--- src/rtl/keypad_pkg.sv ---
// Shared constants and encodings for the matrix keypad reader.
// Holds the operand width and limit, the special key codes, the
// RELEASED/PRESSED state encoding, the frame class encoding and the
// position-to-code lookup used by the scanner.
package keypad_pkg;

    localparam int NUM_W   = 13;
    localparam int NUM_MAX = 8191;

    localparam logic [3:0] KEY_STAR = 4'd14;
    localparam logic [3:0] KEY_HASH = 4'd15;

    localparam logic [0:0] ST_RELEASED = 1'b0;
    localparam logic [0:0] ST_PRESSED  = 1'b1;

    typedef enum logic [1:0] {
        CLS_NONE  = 2'd0,
        CLS_KEY   = 2'd1,
        CLS_MULTI = 2'd2
    } frame_class_t;

    // Map a frame bit position (row*4 + col) to its key code.
    // Layout: [1 2 3 A] [4 5 6 B] [7 8 9 C] [* 0 # D]
    function automatic logic [3:0] keyCodeOf(input logic [3:0] pos);
        logic [3:0] code;
        case (pos)
            4'd0:    code = 4'd1;
            4'd1:    code = 4'd2;
            4'd2:    code = 4'd3;
            4'd3:    code = 4'd10;
            4'd4:    code = 4'd4;
            4'd5:    code = 4'd5;
            4'd6:    code = 4'd6;
            4'd7:    code = 4'd11;
            4'd8:    code = 4'd7;
            4'd9:    code = 4'd8;
            4'd10:   code = 4'd9;
            4'd11:   code = 4'd12;
            4'd12:   code = KEY_STAR;
            4'd13:   code = 4'd0;
            4'd14:   code = KEY_HASH;
            default: code = 4'd13;
        endcase
        return code;
    endfunction

endpackage

--- src/rtl/keypad_entry.sv ---
// Decimal-entry accumulator for the keypad reader.
// Digits shift into a 13-bit operand (num*10+d), '*' clears it and '#'
// commits it with a one-cycle num_valid pulse. A digit that would push
// the operand past NUM_MAX is accepted as a key but leaves num alone.
// The strobe and code arrive as next-state values from the scanner so
// that num changes on the same edge as the registered key_valid.
module keypad_entry
    import keypad_pkg::*;
(
    input  logic             clk,
    input  logic             rst,
    input  logic             i_keyValid,
    input  logic [3:0]       i_keyCode,
    output logic [NUM_W-1:0] o_num,
    output logic             o_numValid
);

    logic [NUM_W-1:0] r_num;
    logic             r_numValid;
    logic [16:0]      w_prod;
    logic             w_isDigit;

    // Candidate operand computed wide enough that overflow is visible.
    always_comb begin
        w_prod    = (17'(r_num) * 17'd10) + 17'(i_keyCode);
        w_isDigit = (i_keyCode <= 4'd9);
    end

    // Update the operand and commit pulse on each accepted key.
    always_ff @(posedge clk) begin
        if (!rst) begin
            r_num      <= '0;
            r_numValid <= 1'b0;
        end else begin
            r_numValid <= i_keyValid && (i_keyCode == KEY_HASH);
            if (i_keyValid) begin
                if (w_isDigit) begin
                    if (w_prod <= 17'(NUM_MAX)) begin
                        r_num <= w_prod[NUM_W-1:0];
                    end
                end else if (i_keyCode == KEY_STAR) begin
                    r_num <= '0;
                end
            end
        end
    end

    assign o_num      = r_num;
    assign o_numValid = r_numValid;

endmodule

--- src/rtl/keypad_scanner.sv ---
// 4x4 active-low matrix keypad scanner with debounce and press detection.
// Rows are driven one at a time; the synchronised column returns are
// captured at the end of each row slot into a 16-bit frame image. Each
// completed frame is classified as NONE, KEY(code) or MULTI, and a class
// must repeat for DEBOUNCE frames before the press detector acts on it.
// Optional macro KEYPAD_ENTRY_EN builds the decimal-entry accumulator;
// without it num and num_valid are tied to 0.
module keypad_scanner
    import keypad_pkg::*;
#(
    parameter int SCAN_DIV = 1000,
    parameter int DEBOUNCE = 4
)(
    input  logic             clk,
    input  logic             rst,
    output logic [3:0]       row,
    input  logic [3:0]       col,
    output logic             key_valid,
    output logic [3:0]       key_code,
    output logic [NUM_W-1:0] num,
    output logic             num_valid
);

    localparam int DIV_W = (SCAN_DIV > 1) ? $clog2(SCAN_DIV) : 1;
    localparam int CNT_W = $clog2(DEBOUNCE + 1);
    localparam logic [DIV_W-1:0] DIV_LAST = DIV_W'(SCAN_DIV - 1);
    localparam logic [CNT_W-1:0] CNT_MAX  = CNT_W'(DEBOUNCE);

    logic [3:0]       r_colMeta;
    logic [3:0]       r_colSync;
    logic [DIV_W-1:0] r_div;
    logic [1:0]       r_rowIdx;
    logic [15:0]      r_frame;
    frame_class_t     r_prevCls;
    logic [3:0]       r_prevCode;
    logic [CNT_W-1:0] r_cnt;
    logic [0:0]       r_state;
    logic             r_keyValid;
    logic [3:0]       r_keyCode;

    logic             w_sampleTick;
    logic             w_frameClose;
    logic [15:0]      w_frameNext;
    logic [4:0]       w_hits;
    logic [3:0]       w_pos;
    frame_class_t     w_cls;
    logic [3:0]       w_code;
    logic             w_same;
    logic [CNT_W-1:0] w_cntNext;
    logic             w_stable;
    logic             w_accept;
    logic             w_release;

    // Two-flop synchroniser for the asynchronous column returns.
    always_ff @(posedge clk) begin
        if (!rst) begin
            r_colMeta <= 4'hF;
            r_colSync <= 4'hF;
        end else begin
            r_colMeta <= col;
            r_colSync <= r_colMeta;
        end
    end

    assign w_sampleTick = (r_div == DIV_LAST);
    assign w_frameClose = w_sampleTick && (r_rowIdx == 2'd3);

    // Row slot divider; the row index advances after its slot is sampled.
    always_ff @(posedge clk) begin
        if (!rst) begin
            r_div    <= '0;
            r_rowIdx <= 2'd0;
        end else if (w_sampleTick) begin
            r_div    <= '0;
            r_rowIdx <= r_rowIdx + 2'd1;
        end else begin
            r_div    <= r_div + DIV_W'(1);
        end
    end

    assign row = ~(4'b0001 << r_rowIdx);

    // Frame image including the row being sampled this cycle.
    always_comb begin
        w_frameNext = r_frame;
        w_frameNext[{r_rowIdx, 2'b00} +: 4] = r_colSync;
    end

    // Store each row's columns into the frame image at its sample point.
    always_ff @(posedge clk) begin
        if (!rst) begin
            r_frame <= 16'hFFFF;
        end else if (w_sampleTick) begin
            r_frame <= w_frameNext;
        end
    end

    // Classify the completed frame by how many keys read as pressed.
    always_comb begin
        w_hits = '0;
        w_pos  = '0;
        for (int i = 0; i < 16; i++) begin
            if (!w_frameNext[i]) begin
                w_hits = w_hits + 5'd1;
                w_pos  = 4'(i);
            end
        end
        w_cls  = CLS_NONE;
        w_code = '0;
        if (w_hits == 5'd1) begin
            w_cls  = CLS_KEY;
            w_code = keyCodeOf(w_pos);
        end else if (w_hits > 5'd1) begin
            w_cls  = CLS_MULTI;
        end
    end

    // Repeat counter: a class that matches the previous frame counts up
    // to DEBOUNCE and holds there, any change starts again at one.
    always_comb begin
        w_same = (w_cls == r_prevCls) && (w_code == r_prevCode);
        if (w_same) begin
            w_cntNext = (r_cnt == CNT_MAX) ? r_cnt : (r_cnt + CNT_W'(1));
        end else begin
            w_cntNext = CNT_W'(1);
        end
        w_stable = w_frameClose && (w_cntNext == CNT_MAX);
    end

    // Remember the last frame class and its repeat count.
    always_ff @(posedge clk) begin
        if (!rst) begin
            r_prevCls  <= CLS_NONE;
            r_prevCode <= '0;
            r_cnt      <= '0;
        end else if (w_frameClose) begin
            r_prevCls  <= w_cls;
            r_prevCode <= w_code;
            r_cnt      <= w_cntNext;
        end
    end

    // Press detection: only a stable single key from RELEASED is an event,
    // and only a stable empty frame re-arms it; MULTI is ignored.
    always_comb begin
        w_accept  = w_stable && (r_state == ST_RELEASED) && (w_cls == CLS_KEY);
        w_release = w_stable && (r_state == ST_PRESSED) && (w_cls == CLS_NONE);
    end

    // Press state machine with registered key outputs.
    always_ff @(posedge clk) begin
        if (!rst) begin
            r_state    <= ST_RELEASED;
            r_keyValid <= 1'b0;
            r_keyCode  <= '0;
        end else begin
            r_keyValid <= w_accept;
            if (w_accept) begin
                r_keyCode <= w_code;
                r_state   <= ST_PRESSED;
            end else if (w_release) begin
                r_state   <= ST_RELEASED;
            end
        end
    end

    assign key_valid = r_keyValid;
    assign key_code  = r_keyCode;

`ifdef KEYPAD_ENTRY_EN
    keypad_entry u_entry (
        .clk        (clk),
        .rst        (rst),
        .i_keyValid (w_accept),
        .i_keyCode  (w_code),
        .o_num      (num),
        .o_numValid (num_valid)
    );
`else
    assign num       = '0;
    assign num_valid = 1'b0;
`endif

endmodule
--- config.mk ---
export PLATFORM = sky130hd
export DESIGN_NAME = keypad_scanner
export DESIGN_NICKNAME = d
export VERILOG_FILES = /design/src/rtl/keypad_pkg.sv /design/src/rtl/keypad_entry.sv /design/src/rtl/keypad_scanner.sv
export SDC_FILE = /design/constraint.sdc
export NUM_CORES = 1
export LEC_CHECK = 0
export BUFFER_PORTS_ARGS = -buffer_cell sky130_fd_sc_hd__buf_2
export CORE_UTILIZATION = 60
export CTS_BUF_LIST = sky130_fd_sc_hd__clkbuf_4
export CTS_CLUSTER_SIZE = 30
export DETAILED_ROUTE_END_ITERATION = 16
export PLACE_DENSITY = 0.79
export SYNTH_ARGS = -nofsm -noshare
export SYNTH_HDL_FRONTEND = slang
export SYNTH_HIERARCHICAL = 1
export SYNTH_SLANG_ARGS = --single-unit
--- constraint.sdc ---
create_clock -name clk -period 19.5 [get_ports clk]
set_input_delay 1.95 -clock clk [delete_from_list [all_inputs] [get_ports clk]]
set_output_delay 1.95 -clock clk [all_outputs]
set_load 0.01 [all_outputs]
==> run summary, run 1 <==
Row cnt -> 30
Clk pin slew, worst setup/hold paths -> 0.17 ns
Final period util -> 59.5%
Slew at the pin closest to its max-slew limit -> 0.968 ns
Die width -> 87.8 um
Max layer used -> met4
Resized Gates After CTS -> 0
Final wirelength -> 8850 um
I/O pin cnt -> 29
Placed Area -> 4490 um2
GRT Util Overall -> 24.4%
CTS tree -> built
Hold buffers post-CTS -> 0
Flops & latches, synth -> 51
Max_cap viols -> 0
Die Height -> 87.8 um
DR vias -> 3656
Element type at the critical path end -> flip-flop
# Post-CTS Setup Buffers -> 0
Total Die Area -> 7710 um2
Post-synth EDFFs -> 0
H-tree levels -> 2
Wl on met1 -> 4200 um
Clk sinks -> 51
Initial DRC Count -> 203
Layout cells sized above 1 -> 12.3%
Starting Density -> 63.6%
WL met2 -> 4380 um
Worst path bufs/invs -> 3
Initial antenna violation count -> 0
Root Buffer -> clkbuf_4
Final setup vio count -> 0
Hold Path Class -> reg2reg
CP peak stage delay -> 0.56 ns
Met3 wire len -> 179 um
Vias per std cell -> 5.78
Clock buffer depth -> 2
Startpoint types -> flip-flop
Number of detailed-route iterations in the first pass -> 4
P_leak -> 1.93 nW
Layout Skew -> 0.0223 ns
Core Region -> 6940 um2
Simple-gate area share of the yosys netlist -> 24.5%
Wire per inst -> 14.0 um
Yosys warns -> 6
Number of fill cells -> 603
Syn Area/Cell -> 8.34 um2
Ant diodes -> 0
WHS -> 0.427 ns
Ranking of synthesized cells by area -> dfxtp_1, ha_1, nor2_1
Cells after Synth -> 530
Largest net degree at the start of global routing -> 39
CP arrival -> 11.89 ns
Layout area overhead -> 3.14%
Final instance area -> 4560 um2
Register area share after synthesis -> 23.1%
Synth top area share -> 23.1%
Final Hold Viols -> 0
Top_reg_cell synth -> dfxtp_1
Via count of the first global-routing pass -> 3478
Crit path max fanout -> 12
Routability cong. -> 0.881
Unrepaired setup endpoints after global routing -> false
Crit Path Class -> reg2reg
Total grt overflow -> 0
Asr flop ratio synth -> 0%
Fmax achieved -> 86.3 MHz
Buffers added on ports -> 14
# DRC -> 0
Skew-Pair Late Insertion Delay -> 0.39 ns
Top cell by count, worst path -> ha_1
Post-synthesis xor/xnor area fraction -> 14.9%
Largest family of logic cells by synthesized area -> simple AND/OR/NAND/NOR gates
Final net count -> 569
CP max stage cell -> dfxtp_1
Compound-Gate Fraction of Synth Area -> 18.9%
Pwr per Cell Area -> 41.8 nW/um2
Adder-cell share of the synthesized area -> 7.65%
Routed Antenna Nets -> 0
CTS Buf Count -> 5
Final setup TNS -> 0 ns
HPWL after detailed placement -> 6840 um
Synth cell types -> 77
First-pass GRT wire length -> 15400 um
Synth area leader -> dfxtp_1
Max Slew Vio Count -> 0
CP delay by family, top -> adder cells
Slew HR -> 35.1%
Outcome -> finished clean
Mapped Area -> 4420 um2
Max VDD drop -> 50.5 uV
Worst setup margin -> 7.91 ns
Critical path data required time -> 19.79 ns
Mux cell area share after synthesis -> 4.25%
Tmin final -> 11.59 ns
Pre-CTS WS -> 8.03 ns
==> routing by layer <==
metal	global-route usage (%)	vias to the layer above
li1	-	1871
met1	30.3	1727
met2	45.2	48
met3	2.36	10
met4	5.37	0
met5	0	-
==> power breakdown <==
part           total [mW]  internal, mW  switching (mW)
Sequential          0.107         0.106        0.000969
Combinational      0.0329        0.0134          0.0195
Clock              0.0511        0.0152          0.0359
==> path summary, 6_finish.rpt <==
| check | start | end | slack (ns) | cells past startpoint |
|---|---|---|---|---|
| worst min register to register | r_colMeta[2] | r_colSync[2] | 0.43 | 1 |
| worst min-delay path | r_colMeta[2] | r_colSync[2] | 0.43 | 1 |
| worst max register to register | r_rowIdx[0] | r_cnt[0] | 7.91 | 52 |
| worst max-delay path | r_rowIdx[0] | r_cnt[0] | 7.91 | 52 |
==> per-stage QoR <==
| step | power [mW] | utilization, % | instances |
|---|---|---|---|
| detailed placement | 0.141 | 64.7 | 625 |
| floorplan | 0.137 | - | 543 |
| CTS | 0.192 | 65.6 | 633 |
| finish | 0.191 | 65.6 | 633 |
| global placement | 0.140 | 64.7 | 625 |
| global route | 0.200 | 65.6 | 633 |
==> final cells by class <==
cell class                      instances  area (um2)  area share (%)
Inverter                               24        90.1            1.98
Clock buffer                            5        37.5           0.824
Sequential cell                        51        1020            22.4
Multi-Input combinational cell        435        3150            69.2
Timing Repair Buffer                   19         108            2.36
Clock inverter                          3        27.5           0.604
Tap cell                               96         120            2.64
==> synthesized netlist by cell type, drive strengths merged (6+ instances only) <==
cell type	number
clkbuf	10
dfxtp	51
o211ai	20
nand3	23
nand2b	13
buf	23
xor2	23
o21ai	7
mux2i	12
nor4	6
ha	27
nor2	49
mux2	6
inv	24
or2	6
and3	11
a31oi	14
a21oi	35
nor3	7
nor2b	20
xnor2	27
nand2	47
==> placed cells by master, fill, tap and decap left out, types with 4 or more instances in the layout <==
| master | n |
|---|---|
| nor4_1 | 5 |
| buf_2 | 14 |
| nand3b_1 | 4 |
| or2_2 | 4 |
| nand3_1 | 23 |
| conb_1 | 14 |
| mux2i_1 | 12 |
| dfxtp_1 | 51 |
| a21oi_1 | 35 |
| a31oi_1 | 11 |
| xnor2_2 | 6 |
| inv_1 | 24 |
| nand4_1 | 4 |
| mux2_2 | 5 |
| nor3_1 | 7 |
| nand2_1 | 47 |
| xnor2_1 | 20 |
| ha_1 | 27 |
| o21ai_0 | 6 |
| nand2b_1 | 13 |
| buf_4 | 5 |
| o211ai_1 | 20 |
| nor2_1 | 49 |
| xor2_1 | 21 |
| clkbuf_4 | 5 |
| nor2b_1 | 19 |
| and3_1 | 11 |
==> state kept, by name, indices dropped and copies added, names as in the netlist <==
name,count
key_code,4
r_cnt,3
r_rowIdx,2
r_prevCls,2
r_colSync,4
key_valid,1
r_frame,16
r_state,1
r_colMeta,4
r_div,10
r_prevCode,4
==> logic make-up (layout without fill, tap and decap cells) <==
logic type | after synthesis | in the layout
compound gates | 114 | 114
xor+xnor | 56 | 56
fa+ha+maj | 27 | 27
buf+inv | 57 | 51
flops | 51 | 51
mux | 18 | 18
other cells | 1 | 14
simple gates | 206 | 206
Note: power is estimated with default switching activity, not from simulation.
==> run 2, diff against run 1 <==
Settings changed: CORE_UTILIZATION 60 to 57.
Clock period 19.5 ns to 9.7 ns, I/O delays scaled along.
==> run 2 against run 1 <==
  * Cell area is 15% higher
  * Cell count is 6.0% higher
  * Hold slack worse by 0.0030 ns
  * Fmax is 21% higher
  * Die area is 5.1% higher
  * Critical path type unchanged
==> run summary, run 2 (synthesis results as in run 1) <==
CTS tree -> built (unchanged)
Wire per inst -> 15.2 um (was 14.0 um)
Max Slew Vio Count -> 0 (unchanged)
Fmax achieved -> 104 MHz (was 86.3 MHz)
H-tree levels -> 2 (unchanged)
Hold buffers post-CTS -> 0 (unchanged)
First-pass GRT wire length -> 16600 um (was 15400 um)
CTS Buf Count -> 5 (unchanged)
Layout cells sized above 1 -> 26.2% (was 12.3%)
Layout area overhead -> 18.8% (was 3.14%)
Slew HR -> 15.2% (was 35.1%)
Total Die Area -> 8110 um2 (was 7710 um2)
Critical R2R Launch -> r_rowIdx[1] (was r_rowIdx[0])
Starting Density -> 59.9% (was 63.6%)
Crit Path Class -> reg2reg (unchanged)
Routability cong. -> 0.892 (was 0.881)
Buffers added on ports -> 14 (unchanged)
CP max stage cell -> dfxtp_2 (was dfxtp_1)
Int Pwr -> 0.341 mW (was 0.134 mW)
Hold Path Class -> reg2reg (unchanged)
Outcome -> finished clean (unchanged)
Final wirelength -> 10200 um (was 8850 um)
Final period util -> 99.1% (was 59.5%)
Pwr per Cell Area -> 89.5 nW/um2 (was 41.8 nW/um2)
Pre-CTS WS -> -0.297 ns (was 8.03 ns)
Largest net degree at the start of global routing -> 37 (was 39)
GRT Util Overall -> 23.9% (was 24.4%)
Skew-Pair Late Insertion Delay -> 0.38 ns (was 0.39 ns)
Ant diodes -> 0 (unchanged)
Commonest non-fill, non-tap cell in the layout -> dfxtp_1 (unchanged)
Crit path max fanout -> 4 (was 12)
Root Buffer -> clkbuf_4 (unchanged)
HP Start -> r_colMeta[2] (unchanged)
Final Hold Viols -> 0 (unchanged)
Critical path data required time -> 10.02 ns (was 19.79 ns)
Worst setup margin -> 0.0850 ns (was 7.91 ns)
Worst Hold Path Cells -> 1 (unchanged)
Element type at the critical path end -> flip-flop (unchanged)
Slew at the pin closest to its max-slew limit -> 1.27 ns (was 0.968 ns)
# DRC -> 0 (unchanged)
Clock buffer depth -> 2 (unchanged)
Initial DRC Count -> 229 (was 203)
Die Height -> 90.0 um (was 87.8 um)
Row cnt -> 31 (was 30)
Reg2reg end -> r_cnt[1] (was r_cnt[0])
Final net count -> 604 (was 569)
Tmin final -> 9.61 ns (was 11.59 ns)
Psw -> 0.129 mW (was 0.0564 mW)
Reg2Reg Setup Slack -> 0.09 ns (was 7.91 ns)
Combinational share of power -> 21.2% (was 17.3%)
Most frequent cells in the layout -> dfxtp_1, nand2_1, nor2_1 (was dfxtp_1, nor2_1, nand2_1)
Final setup TNS -> 0 ns (unchanged)
Startpoint types -> flip-flop (unchanged)
Max VDD drop -> 132 uV (was 50.5 uV)
Initial antenna violation count -> 0 (unchanged)
HPWL after detailed placement -> 7050 um (was 6840 um)
Hold Path Sink -> r_colSync[2] (unchanged)
CP arrival -> 9.93 ns (was 11.89 ns)
Unrepaired setup endpoints after global routing -> true (was false)
Vias per std cell -> 5.80 (was 5.78)
Flop pwr share -> 45.6% (was 55.9%)
R2r worst-path depth -> 53 (was 52)
Cell Count, Final, Fillers Out -> 671 (was 633)
Dpl cells -> 643 (was 625)
Final core occ -> 71.2% (was 65.6%)
Total grt overflow -> 0 (unchanged)
Switching share of power -> 27.4% (was 29.6%)
Routed Antenna Nets -> 0 (unchanged)
Number of detailed-route iterations in the first pass -> 5 (was 4)
Max_cap viols -> 0 (unchanged)
Core Region -> 7370 um2 (was 6940 um2)
Share of total power in the clock network -> 33.2% (was 26.8%)
P_leak -> 2.18 nW (was 1.93 nW)
Top Registers -> r_frame x16, r_div x10 (unchanged)
Via count of the first global-routing pass -> 3813 (was 3478)
CP peak stage delay -> 0.37 ns (was 0.56 ns)
Max FFs per register -> 16 (unchanged)
Top reg by flops -> r_frame (unchanged)
DR vias -> 3893 (was 3656)
I/O pin cnt -> 29 (unchanged)
Die width -> 90.0 um (was 87.8 um)
Final setup vio count -> 0 (unchanged)
WHS -> 0.424 ns (was 0.427 ns)
Top cell by count, worst path -> ha_4 (was ha_1)
Clk pin slew, worst setup/hold paths -> 0.17 ns (about the same)
Worst setup path start -> r_rowIdx[1] (was r_rowIdx[0])
Clk sinks -> 51 (unchanged)
Layout Skew -> 0.0248 ns (was 0.0223 ns)
==> run 2: worst max-delay path by stage <==
stage,slack [ns],cells past startpoint,to
3_5_place_dp,-0.30,52,r_cnt[2]
5_1_grt,-0.39,53,r_cnt[1]
3_3_place_gp,0.05,52,r_cnt[2]
2_1_floorplan,0.003,55,r_cnt[0]
4_1_cts,0.008,53,r_cnt[2]
6_report,0.09,53,r_cnt[1]
==> run 2: area by class of cell <==
class                           count  area, um2
Sequential cell                    51       1020
Inverter                           24       90.1
Multi-Input combinational cell    435       3530
Tap cell                           99        124
Fill cell                         592       2120
Clock buffer                        5       37.5
Timing Repair Buffer               54        374
Clock inverter                      3       71.3
==> run 2: power by group through the flow <==
| stage | clock network (mW) | logic [mW] | registers, mW |
|---|---|---|---|
| 6_report | 0.156 | 0.0995 | 0.214 |
| 5_1_grt | 0.165 | 0.109 | 0.215 |
| 4_1_cts | 0.158 | 0.0796 | 0.214 |
| 3_5_place_dp | 0 | 0.0755 | 0.219 |
| 3_3_place_gp | 0 | 0.0721 | 0.218 |
| 2_1_floorplan | 0 | 0.0633 | 0.218 |
==> run 2: metal layers <==
| metal | up-vias | global-route usage (%) | share of wire [%] |
|---|---|---|---|
| met5 | - | 0 | 0 |
| met4 | 0 | 7.26 | 1.9 |
| met3 | 21 | 2.88 | 2.5 |
| met2 | 78 | 44.1 | 51 |
| met1 | 1855 | 28.7 | 44 |
| li1 | 1939 | - | - |
==> run 2: critical path, delay by kind of cell, from the launching register on <==
kind / cells / cell delay, ns
fa+ha+maj: 15 / 3.66
mux: 8 / 2.09
compound gates: 11 / 1.73
simple gates: 14 / 1.36
flops: 1 / 0.37
buf+inv: 4 / 0.24
xor+xnor: 1 / 0.11
==> run 2: per-stage QoR <==
step | area, um2 | total power, mW
finish | 5250 | 0.470
floorplan | 4570 | 0.281
detailed placement | 4710 | 0.294
CTS | 4920 | 0.451
global placement | 4710 | 0.291
global route | 5250 | 0.488
==> run 2: repair_timing <==
action | CTS | global route
gates resized for setup | 7 | 43
setup buffers | 8 | 12
endpoints found under the setup margin | 14 | 15
hold endpoints to repair | 0 | 0
pin swaps | 7 | 21
